File: config.mk
export PLATFORM = sky130hd
export DESIGN_NAME = updown_sweep_ctrl
export DESIGN_NICKNAME = d
export VERILOG_FILES = /design/src/rtl/updown_sweep_ctrl.sv
export SDC_FILE = /design/constraint.sdc
export NUM_CORES = 1
export LEC_CHECK = 0
export ABC_AREA = 1
export CORE_UTILIZATION = 51
export CTS_CLUSTER_DIAMETER = 30
export DETAILED_ROUTE_END_ITERATION = 10
export PLACE_DENSITY = 0.78
export RECOVER_POWER = 100
export SYNTH_ARGS = -nofsm -noshare
export SYNTH_HDL_FRONTEND = slang
export SYNTH_SLANG_ARGS = --single-unit
File: constraint.sdc
create_clock -name clk -period 5.1 [get_ports clk]
set_input_delay 1.02 -clock clk [delete_from_list [all_inputs] [get_ports clk]]
set_output_delay 1.02 -clock clk [all_outputs]
set_load 0.03 [all_outputs]
File: src/rtl/updown_sweep_ctrl.sv
// Sequencer that drives a 7-bit up/down counter through a triangle sweep
// between latched low/high bounds, with programmable dwell at each bound.
module updown_sweep_ctrl #(
  parameter int DWELL_W = 8
) (
  input  logic               clk,
  input  logic               rst,
  input  logic               start,
  input  logic               abort,
  input  logic [6:0]         lo_bound,
  input  logic [6:0]         hi_bound,
  input  logic [DWELL_W-1:0] dwell,
  input  logic [7:0]         sweeps,
  input  logic [6:0]         cnt_value,
  output logic               cnt_enable,
  output logic               cnt_direction,
  output logic               busy,
  output logic               done,
  output logic               cfg_err,
  output logic [7:0]         sweep_count,
  output logic [2:0]         state_dbg
);

  typedef enum logic [2:0] {
    S_IDLE    = 3'd0,
    S_RISE    = 3'd1,
    S_HOLD_HI = 3'd2,
    S_FALL    = 3'd3,
    S_HOLD_LO = 3'd4
  } state_e;

  state_e               state_q, state_d;
  logic [6:0]           lo_q, lo_d;
  logic [6:0]           hi_q, hi_d;
  logic [DWELL_W-1:0]   dwell_q, dwell_d;
  logic [7:0]           sweeps_q, sweeps_d;
  logic [DWELL_W-1:0]   dwell_cnt_q, dwell_cnt_d;
  logic [7:0]           sweep_count_q, sweep_count_d;
  logic                 done_q, done_d;
  logic                 cfg_err_q, cfg_err_d;

  always_ff @(posedge clk) begin
    if (rst) begin
      state_q       <= S_IDLE;
      lo_q          <= '0;
      hi_q          <= '0;
      dwell_q       <= '0;
      sweeps_q      <= '0;
      dwell_cnt_q   <= '0;
      sweep_count_q <= '0;
      done_q        <= 1'b0;
      cfg_err_q     <= 1'b0;
    end else begin
      state_q       <= state_d;
      lo_q          <= lo_d;
      hi_q          <= hi_d;
      dwell_q       <= dwell_d;
      sweeps_q      <= sweeps_d;
      dwell_cnt_q   <= dwell_cnt_d;
      sweep_count_q <= sweep_count_d;
      done_q        <= done_d;
      cfg_err_q     <= cfg_err_d;
    end
  end

  // Handshake: start is a level sampled only in IDLE (no ready; busy=0 means
  // it will be taken); abort is a level that overrides everything when busy.
  always_comb begin
    state_d       = state_q;
    lo_d          = lo_q;
    hi_d          = hi_q;
    dwell_d       = dwell_q;
    sweeps_d      = sweeps_q;
    dwell_cnt_d   = dwell_cnt_q;
    sweep_count_d = sweep_count_q;
    done_d        = 1'b0;
    cfg_err_d     = 1'b0;
    cnt_enable    = 1'b0;

    case (state_q)
      S_IDLE: begin
        if (start) begin
          if (lo_bound >= hi_bound) begin
            cfg_err_d = 1'b1;
          end else begin
            lo_d          = lo_bound;
            hi_d          = hi_bound;
            dwell_d       = dwell;
            sweeps_d      = sweeps;
            sweep_count_d = '0;
            state_d       = S_RISE;
          end
        end
      end
      S_RISE: begin
        // Comparing the live counter value stops it exactly at hi, and a
        // counter already past hi turns around instead of wrapping.
        cnt_enable = (cnt_value < hi_q);
        if (cnt_value >= hi_q) begin
          state_d     = S_HOLD_HI;
          dwell_cnt_d = dwell_q;
        end
      end
      S_HOLD_HI, S_HOLD_LO: begin
        if (dwell_cnt_q == '0) begin
          state_d = (state_q == S_HOLD_HI) ? S_FALL : S_RISE;
        end else begin
          dwell_cnt_d = dwell_cnt_q - DWELL_W'(1);
        end
      end
      S_FALL: begin
        cnt_enable = (cnt_value > lo_q);
        if (cnt_value <= lo_q) begin
          sweep_count_d = sweep_count_q + 8'd1;
          if ((sweeps_q != 8'd0) && (sweep_count_q + 8'd1 == sweeps_q)) begin
            state_d = S_IDLE;
            done_d  = 1'b1;
          end else begin
            state_d     = S_HOLD_LO;
            dwell_cnt_d = dwell_q;
          end
        end
      end
      default: state_d = S_IDLE;
    endcase

    if (abort && (state_q != S_IDLE)) begin
      cnt_enable    = 1'b0;
      state_d       = S_IDLE;
      done_d        = 1'b0;
      sweep_count_d = sweep_count_q;
      dwell_cnt_d   = dwell_cnt_q;
    end
  end

  assign cnt_direction = (state_q == S_IDLE) || (state_q == S_RISE) ||
                         (state_q == S_HOLD_LO);
  assign busy          = (state_q != S_IDLE);
  assign done          = done_q;
  assign cfg_err       = cfg_err_q;
  assign sweep_count   = sweep_count_q;
  assign state_dbg     = state_q;

endmodule
==> flow_metrics.py, run 1 <==
metrics = {
    "final_layout": {
        "seqCellArea_um2": 1021,
        "fill_cells": 551,
        "antenna_cells": 0,
        "multi_input_area_um2": 1863,
        "drive_gt1_share_pct": 9.457,
        "syn_to_final_growth_pct": 18.82,
        "num-nets-final": 561,
    },
    "synth": {
        "yosysTopAreaCellShare_pct": 31.35,
        "ys_seq_area_share_pct": 31.35,
        "synthTopCellsByArea": "dfxtp_1, ha_1, nand2_1",
        "ys_warn_count": 0,
        "synth_nets": 512,
        "synthArstFlopShare_pct": 0,
        "synth_top_cell_by_area": "dfxtp_1",
        "yosysMostFrequentCell": "nand2_1",
        "ys_top_cells_by_count": "nand2_1, dfxtp_1, inv_1",
        "synthFlopType": "dfxtp_1",
        "synthesis.instances": 447,
        "synth_edf_count": 0,
        "yosysUniqueCellTypes": 37,
        "syn_area_um2": 3257,
        "ys_ff_latch": 51,
        "avgSynthCellArea_um2": 7.286,
    },
    "drt": {
        "vias_per_cell": 5.357,
        "dr_wl_met2_mm": 3.754,
        "wl_mm": 7.519,
        "wirelength_met1_mm": 3.340,
        "vias": 3064,
        "drc": 0,
        "dr_wl_met3_um": 284,
        "highest_layer": "met4",
        "drtIter0Drc": 144,
        "drt-wirelength-per-cell_um": 13.15,
        "drtPass1Iterations": 4,
        "ant_nets": 0,
    },
    "global_routing": {
        "first_global_vias": 2852,
        "grt_first_pass_wirelength_mm": 12.56,
        "grt_overflow_total": 0,
        "grtUsageTotal_pct": 24.42,
        "grt_start_max_net_pins": 46,
        "antenna_found_initial": 0,
    },
    "power_and_ir_drop": {
        "power_mw": 1.671,
        "p_per_area_nw_per_um2": 431.7,
        "vdd_drop_max_mv": 0.2839,
        "p_leak_nw": 1.664,
    },
    "clock_network": {
        "numCtsBuffers": 5,
        "cts_tree": "yes",
        "cts_max_path_buffers": 2,
        "cts_setup_buffers": 0,
        "cts_hold_buf": 0,
        "clk_latency_ns": 0.31,
        "cts.sinks": 51,
        "cts_resized": 0,
        "htree_num_levels": 2,
        "clkTransAtPathRegs_ns": 0.09,
        "cts-root-buf": "clkbuf_8",
    },
    "sta": {
        "period_minus_slack_ns": 4.407,
        "tns_ns": 0,
        "min_period_over_period_pct": 86.40,
        "drv_slew": 0,
        "max_freq_mhz": 226.9,
        "final.setup.worst_slack_ns": 0.6934,
        "finalSetupViolations": 0,
        "rsz0062_at_grt": "no",
        "worstMarginPinSlew_ns": 1.330,
        "relSlewSlack_pct": 10.98,
        "hold_viol": 0,
        "fin_skew_ns": 0.006393,
    },
    "run_status": {
        "status": "completed",
    },
    "critical_path": {
        "cp_slowest_cell": "dlygate4sd3_1",
        "slowest_delay_ns": 0.75,
        "worstPathArrival_ns": 3.39,
        "path_max_fanout": 4,
        "cp_top_family": "buffers and inverters",
        "path_class": "input pin to primary output",
        "cp-start-kind": "input pin",
        "cp.buffers_inverters": 2,
        "path_cells": "dlygate4sd3_1 > ha_1 > nand2_1 > o21ai_0 > nand2_1 > nand3_1 > nand3_1 > a21oi_1 > dlygate4sd3_1",
        "worstSetupEndpointType": "primary output",
        "cp.required_ns": 4.08,
    },
    "place": {
        "portBuffers": 56,
        "place_hpwl_mm": 5.636,
        "place_ws_ns": 0.8948,
        "place_congestion": 0.8454,
    },
    "die": {
        "dieArea_um2": 6709,
        "initial_core_util_pct": 54.05,
        "fp.dieW_um": 81.91,
        "core_um2": 6026,
        "num_rows": 28,
        "die_h_um": 81.91,
        "ios": 57,
    },
    "min_path": {
        "hp-class": "flip-flop to flip-flop",
    },
    "run": {
        "cap_violations": 0,
    },
}
-- through the flow --
step	cell area, µm²	hold slack, ns	instances	util [%]
floorplan	3257	0.4295	447	-
global placement	3805	0.4475	564	63.14
detailed placement	3805	0.4521	564	63.14
CTS	3923	0.4661	572	65.10
global route	3870	0.4973	572	64.22
finish	3870	0.4648	572	64.22
-- state kept, by name, indices dropped and copies added, names as in the netlist --
name / flops
cfg_err: 1
done: 1
dwell_cnt_q: 8
dwell_q: 8
hi_q: 7
lo_q: 7
state_dbg: 3
sweep_count: 8
sweeps_q: 8
-- cells in the final DEF, fill, tap and decap left out, drive strengths merged --
cell,Yosys,final
clkbuf,6,7
o21a,2,2
a211oi,1,1
xnor2,5,5
and2,2,2
clkinv,1,1
nand4,5,5
clkdlybuf4s50,0,37
or2,1,1
dlygate4sd3,0,19
a21oi,53,53
nor2,59,59
o21ai,52,52
dfxtp,51,51
nand3,29,29
nand2,82,82
nor3,4,4
nand3b,4,4
ha,24,24
inv,54,54
xor2,3,3
bufinv,0,1
clkinvlp,0,1
-- layer usage --
metal / GRT usage (%) / up-vias
li1: - / 1567
met1: 29.64 / 1410
met2: 42.23 / 72
met3: 5.222 / 15
met4: 8.421 / 0
met5: 0 / -
-- cell type report --
class / instances / area share [%]
Timing Repair Buffer: 57 / 14.58
Clock inverter: 2 / 0.9053
Multi-Input combinational cell: 326 / 48.14
Clock buffer: 6 / 2.134
Tap cell: 75 / 2.425
Inverter: 55 / 5.432
Sequential cell: 51 / 26.38
-- cell families (layout without fill, tap and decap cells) --
logic type,after synthesis,after routing,synth area share (%)
buf+inv,70,120,9.950
simple gates,186,186,29.08
flops,51,51,31.35
compound gates,108,108,18.25
fa+ha+maj,24,24,9.220
xor+xnor,8,8,2.151
-- path summary, 6_finish.rpt --
| check | start | endpoint | slack (ns) | depth (start not counted) |
|---|---|---|---|---|
| hold reg to reg | dwell_q[4] | dwell_q[4] | 0.46 | 2 |
| setup reg to reg | state_dbg[2] | dwell_cnt_q[1] | 2.19 | 12 |
| setup / recovery | cnt_value[2] | cnt_enable | 0.69 | 9 |
| hold / removal | dwell_q[4] | dwell_q[4] | 0.46 | 2 |
-- worst reg2reg max path, stage by stage (launching register included) --
cell     delay, ns
dfxtp_1       0.61
nor2_4        0.10
nor2_4        0.09
nand2_2       0.17
inv_4         0.15
nand2_4       0.07
a21oi_4       0.12
nand2_2       0.06
nor2_1        0.99
nand2_1       0.20
nand2_1       0.13
nand2_1       0.06
nor2_1        0.11
-- power breakdown --
| group | switching, mW | internal [mW] | total, mW |
|---|---|---|---|
| combinational | 0.482 | 0.313 | 0.795 |
| sequential | 0.0899 | 0.491 | 0.581 |
| clock | 0.135 | 0.159 | 0.294 |
Power figures use the tool's default switching activity.
==> inputs of run 2 (changes only) <==
clock period = 4.3 ns   (was 5.1 ns; I/O delays follow)
==> flow_metrics.py, run 2 (synthesis results as in run 1) <==
metrics = {
    "run_status": {
        "status": "completed",
    },
    "clock_network": {
        "cts.sinks": 51,
        "cts_setup_buffers": 0,
        "numCtsBuffers": 5,
        "cts_hold_buf": 0,
        "clk_latency_ns": 0.30,
        "cts_max_path_buffers": 2,
        "cts_resized": 0,
        "htree_num_levels": 2,
        "clkTransAtPathRegs_ns": 0.09,
        "cts_tree": "yes",
        "cts-root-buf": "clkbuf_8",
    },
    "die": {
        "initial_core_util_pct": 54.05,
        "ios": 57,
        "fp.dieW_um": 81.91,
        "core_um2": 6026,
        "die_h_um": 81.91,
        "num_rows": 28,
        "dieArea_um2": 6709,
    },
    "sta": {
        "period_minus_slack_ns": 3.971,
        "finalSetupViolations": 0,
        "final.setup.worst_slack_ns": 0.3293,
        "min_period_over_period_pct": 92.34,
        "drv_slew": 0,
        "relSlewSlack_pct": 10.53,
        "timing.hold.ws_ns": 0.4618,
        "fin_skew_ns": 0.006903,
        "rsz0062_at_grt": "no",
        "hold_viol": 0,
        "tns_ns": 0,
        "max_freq_mhz": 251.8,
        "worstMarginPinSlew_ns": 1.337,
    },
    "final_layout": {
        "num-nets-final": 562,
        "antenna_cells": 0,
        "layout_common_cells": "nand2_1, dfxtp_1, inv_1, o21ai_0, nor2_1",
        "drive_gt1_share_pct": 10.04,
        "syn_to_final_growth_pct": 18.82,
        "mostFrequentLayoutCell": "nand2_1",
        "fin_area_um2": 3870,
    },
    "drt": {
        "vias_per_cell": 5.258,
        "drtPass1Iterations": 4,
        "wl_mm": 7.425,
        "vias": 3013,
        "drt-wirelength-per-cell_um": 12.96,
        "ant_nets": 0,
        "drc": 0,
        "drtIter0Drc": 115,
    },
    "critical_path": {
        "reg2reg_slack_ns": 1.47,
        "path_class": "input pin to primary output",
        "worstPathArrival_ns": 3.11,
        "reg2reg_to": "dwell_cnt_q[1]",
        "path_max_fanout": 4,
        "cp-start-kind": "input pin",
        "rr_worst_depth": 11,
        "cp.required_ns": 3.44,
        "crit_end": "cnt_enable",
        "worstSetupEndpointType": "primary output",
        "startpoint": "cnt_value[1]",
        "r2r-start": "state_dbg[2]",
    },
    "power_and_ir_drop": {
        "p_per_area_nw_per_um2": 511.6,
        "p_comb_share_pct": 47.5,
        "power_mw": 1.980,
        "p_sw_share_pct": 42.23,
        "internal_power_mw": 1.144,
        "seq_power_share_pct": 34.7,
        "clockPowerShare_pct": 17.8,
        "p_sw_uw": 836.2,
        "vdd_drop_max_mv": 0.2469,
        "p_leak_nw": 1.668,
    },
    "global_routing": {
        "first_global_vias": 2791,
        "antenna_found_initial": 0,
        "grt_first_pass_wirelength_mm": 12.03,
        "grtUsageTotal_pct": 23.25,
        "grt_overflow_total": 0,
        "grt_start_max_net_pins": 40,
    },
    "place": {
        "place_congestion": 0.8526,
        "placed_area_um2": 3812,
        "portBuffers": 56,
        "place_hpwl_mm": 5.636,
        "place_ws_ns": 0.4315,
    },
    "run": {
        "cap_violations": 0,
    },
    "min_path": {
        "hp-class": "flip-flop to flip-flop",
    },
}
-- run 2: cell count changes in the layout (fill, tap and decap cells not counted), sizes merged --
cell and change:
clkdlybuf4s50 +2, dlygate4sd3 -2, buf +1
-- run 2: area by class of cell --
cell class	instances	area [µm²]
Clock buffer	6	82.58
Multi-Input combinational cell	326	1856
Timing Repair Buffer	58	571.8
Fill cell	555	2156
Sequential cell	51	1021
Inverter	55	210.2
Clock inverter	2	35.03
Tap cell	75	93.84
-- run 2: stage by stage --
stage,instances,utilization (%)
2_1_floorplan,447,-
3_3_place_gp,565,63.27
3_5_place_dp,565,63.27
4_1_cts,573,65.22
5_1_grt,573,64.22
6_report,573,64.22
-- run 2: how the worst min path moves through the flow --
stage | start | end | depth (start not counted)
floorplan | dwell_q[7] | dwell_q[7] | 2
global placement | dwell_q[7] | dwell_q[7] | 2
detailed placement | dwell_q[4] | dwell_q[4] | 2
CTS | dwell_q[4] | dwell_q[4] | 2
global route | dwell_q[6] | dwell_q[6] | 2
finish | dwell_q[4] | dwell_q[4] | 2
-- run 2: power groups by stage --
| stage | Sequential, mW | Clock, mW | Combinational [mW] |
|---|---|---|---|
| after floorplan | 0.719 | 0 | 0.727 |
| after global placement | 0.695 | 0 | 0.958 |
| after detailed placement | 0.697 | 0 | 0.983 |
| after CTS | 0.687 | 0.355 | 0.989 |
| after global routing | 0.703 | 0.376 | 1.06 |
| final | 0.686 | 0.353 | 0.941 |
-- run 2: worst max-delay path: stages --
cell,delay (ns)
clkdlybuf4s50_1,0.46
ha_1,0.33
nand2_1,0.05
o21ai_0,0.13
nand2_1,0.07
nand3_1,0.10
nand3_1,0.17
a21oi_1,0.17
dlygate4sd3_1,0.75
-- run 2: routing by layer --
metal	part of all wire (%)	track usage, %
met1	45	28.89
met5	0	0
met3	5.0	4.556
met2	48	39.34
met4	2.1	8.772
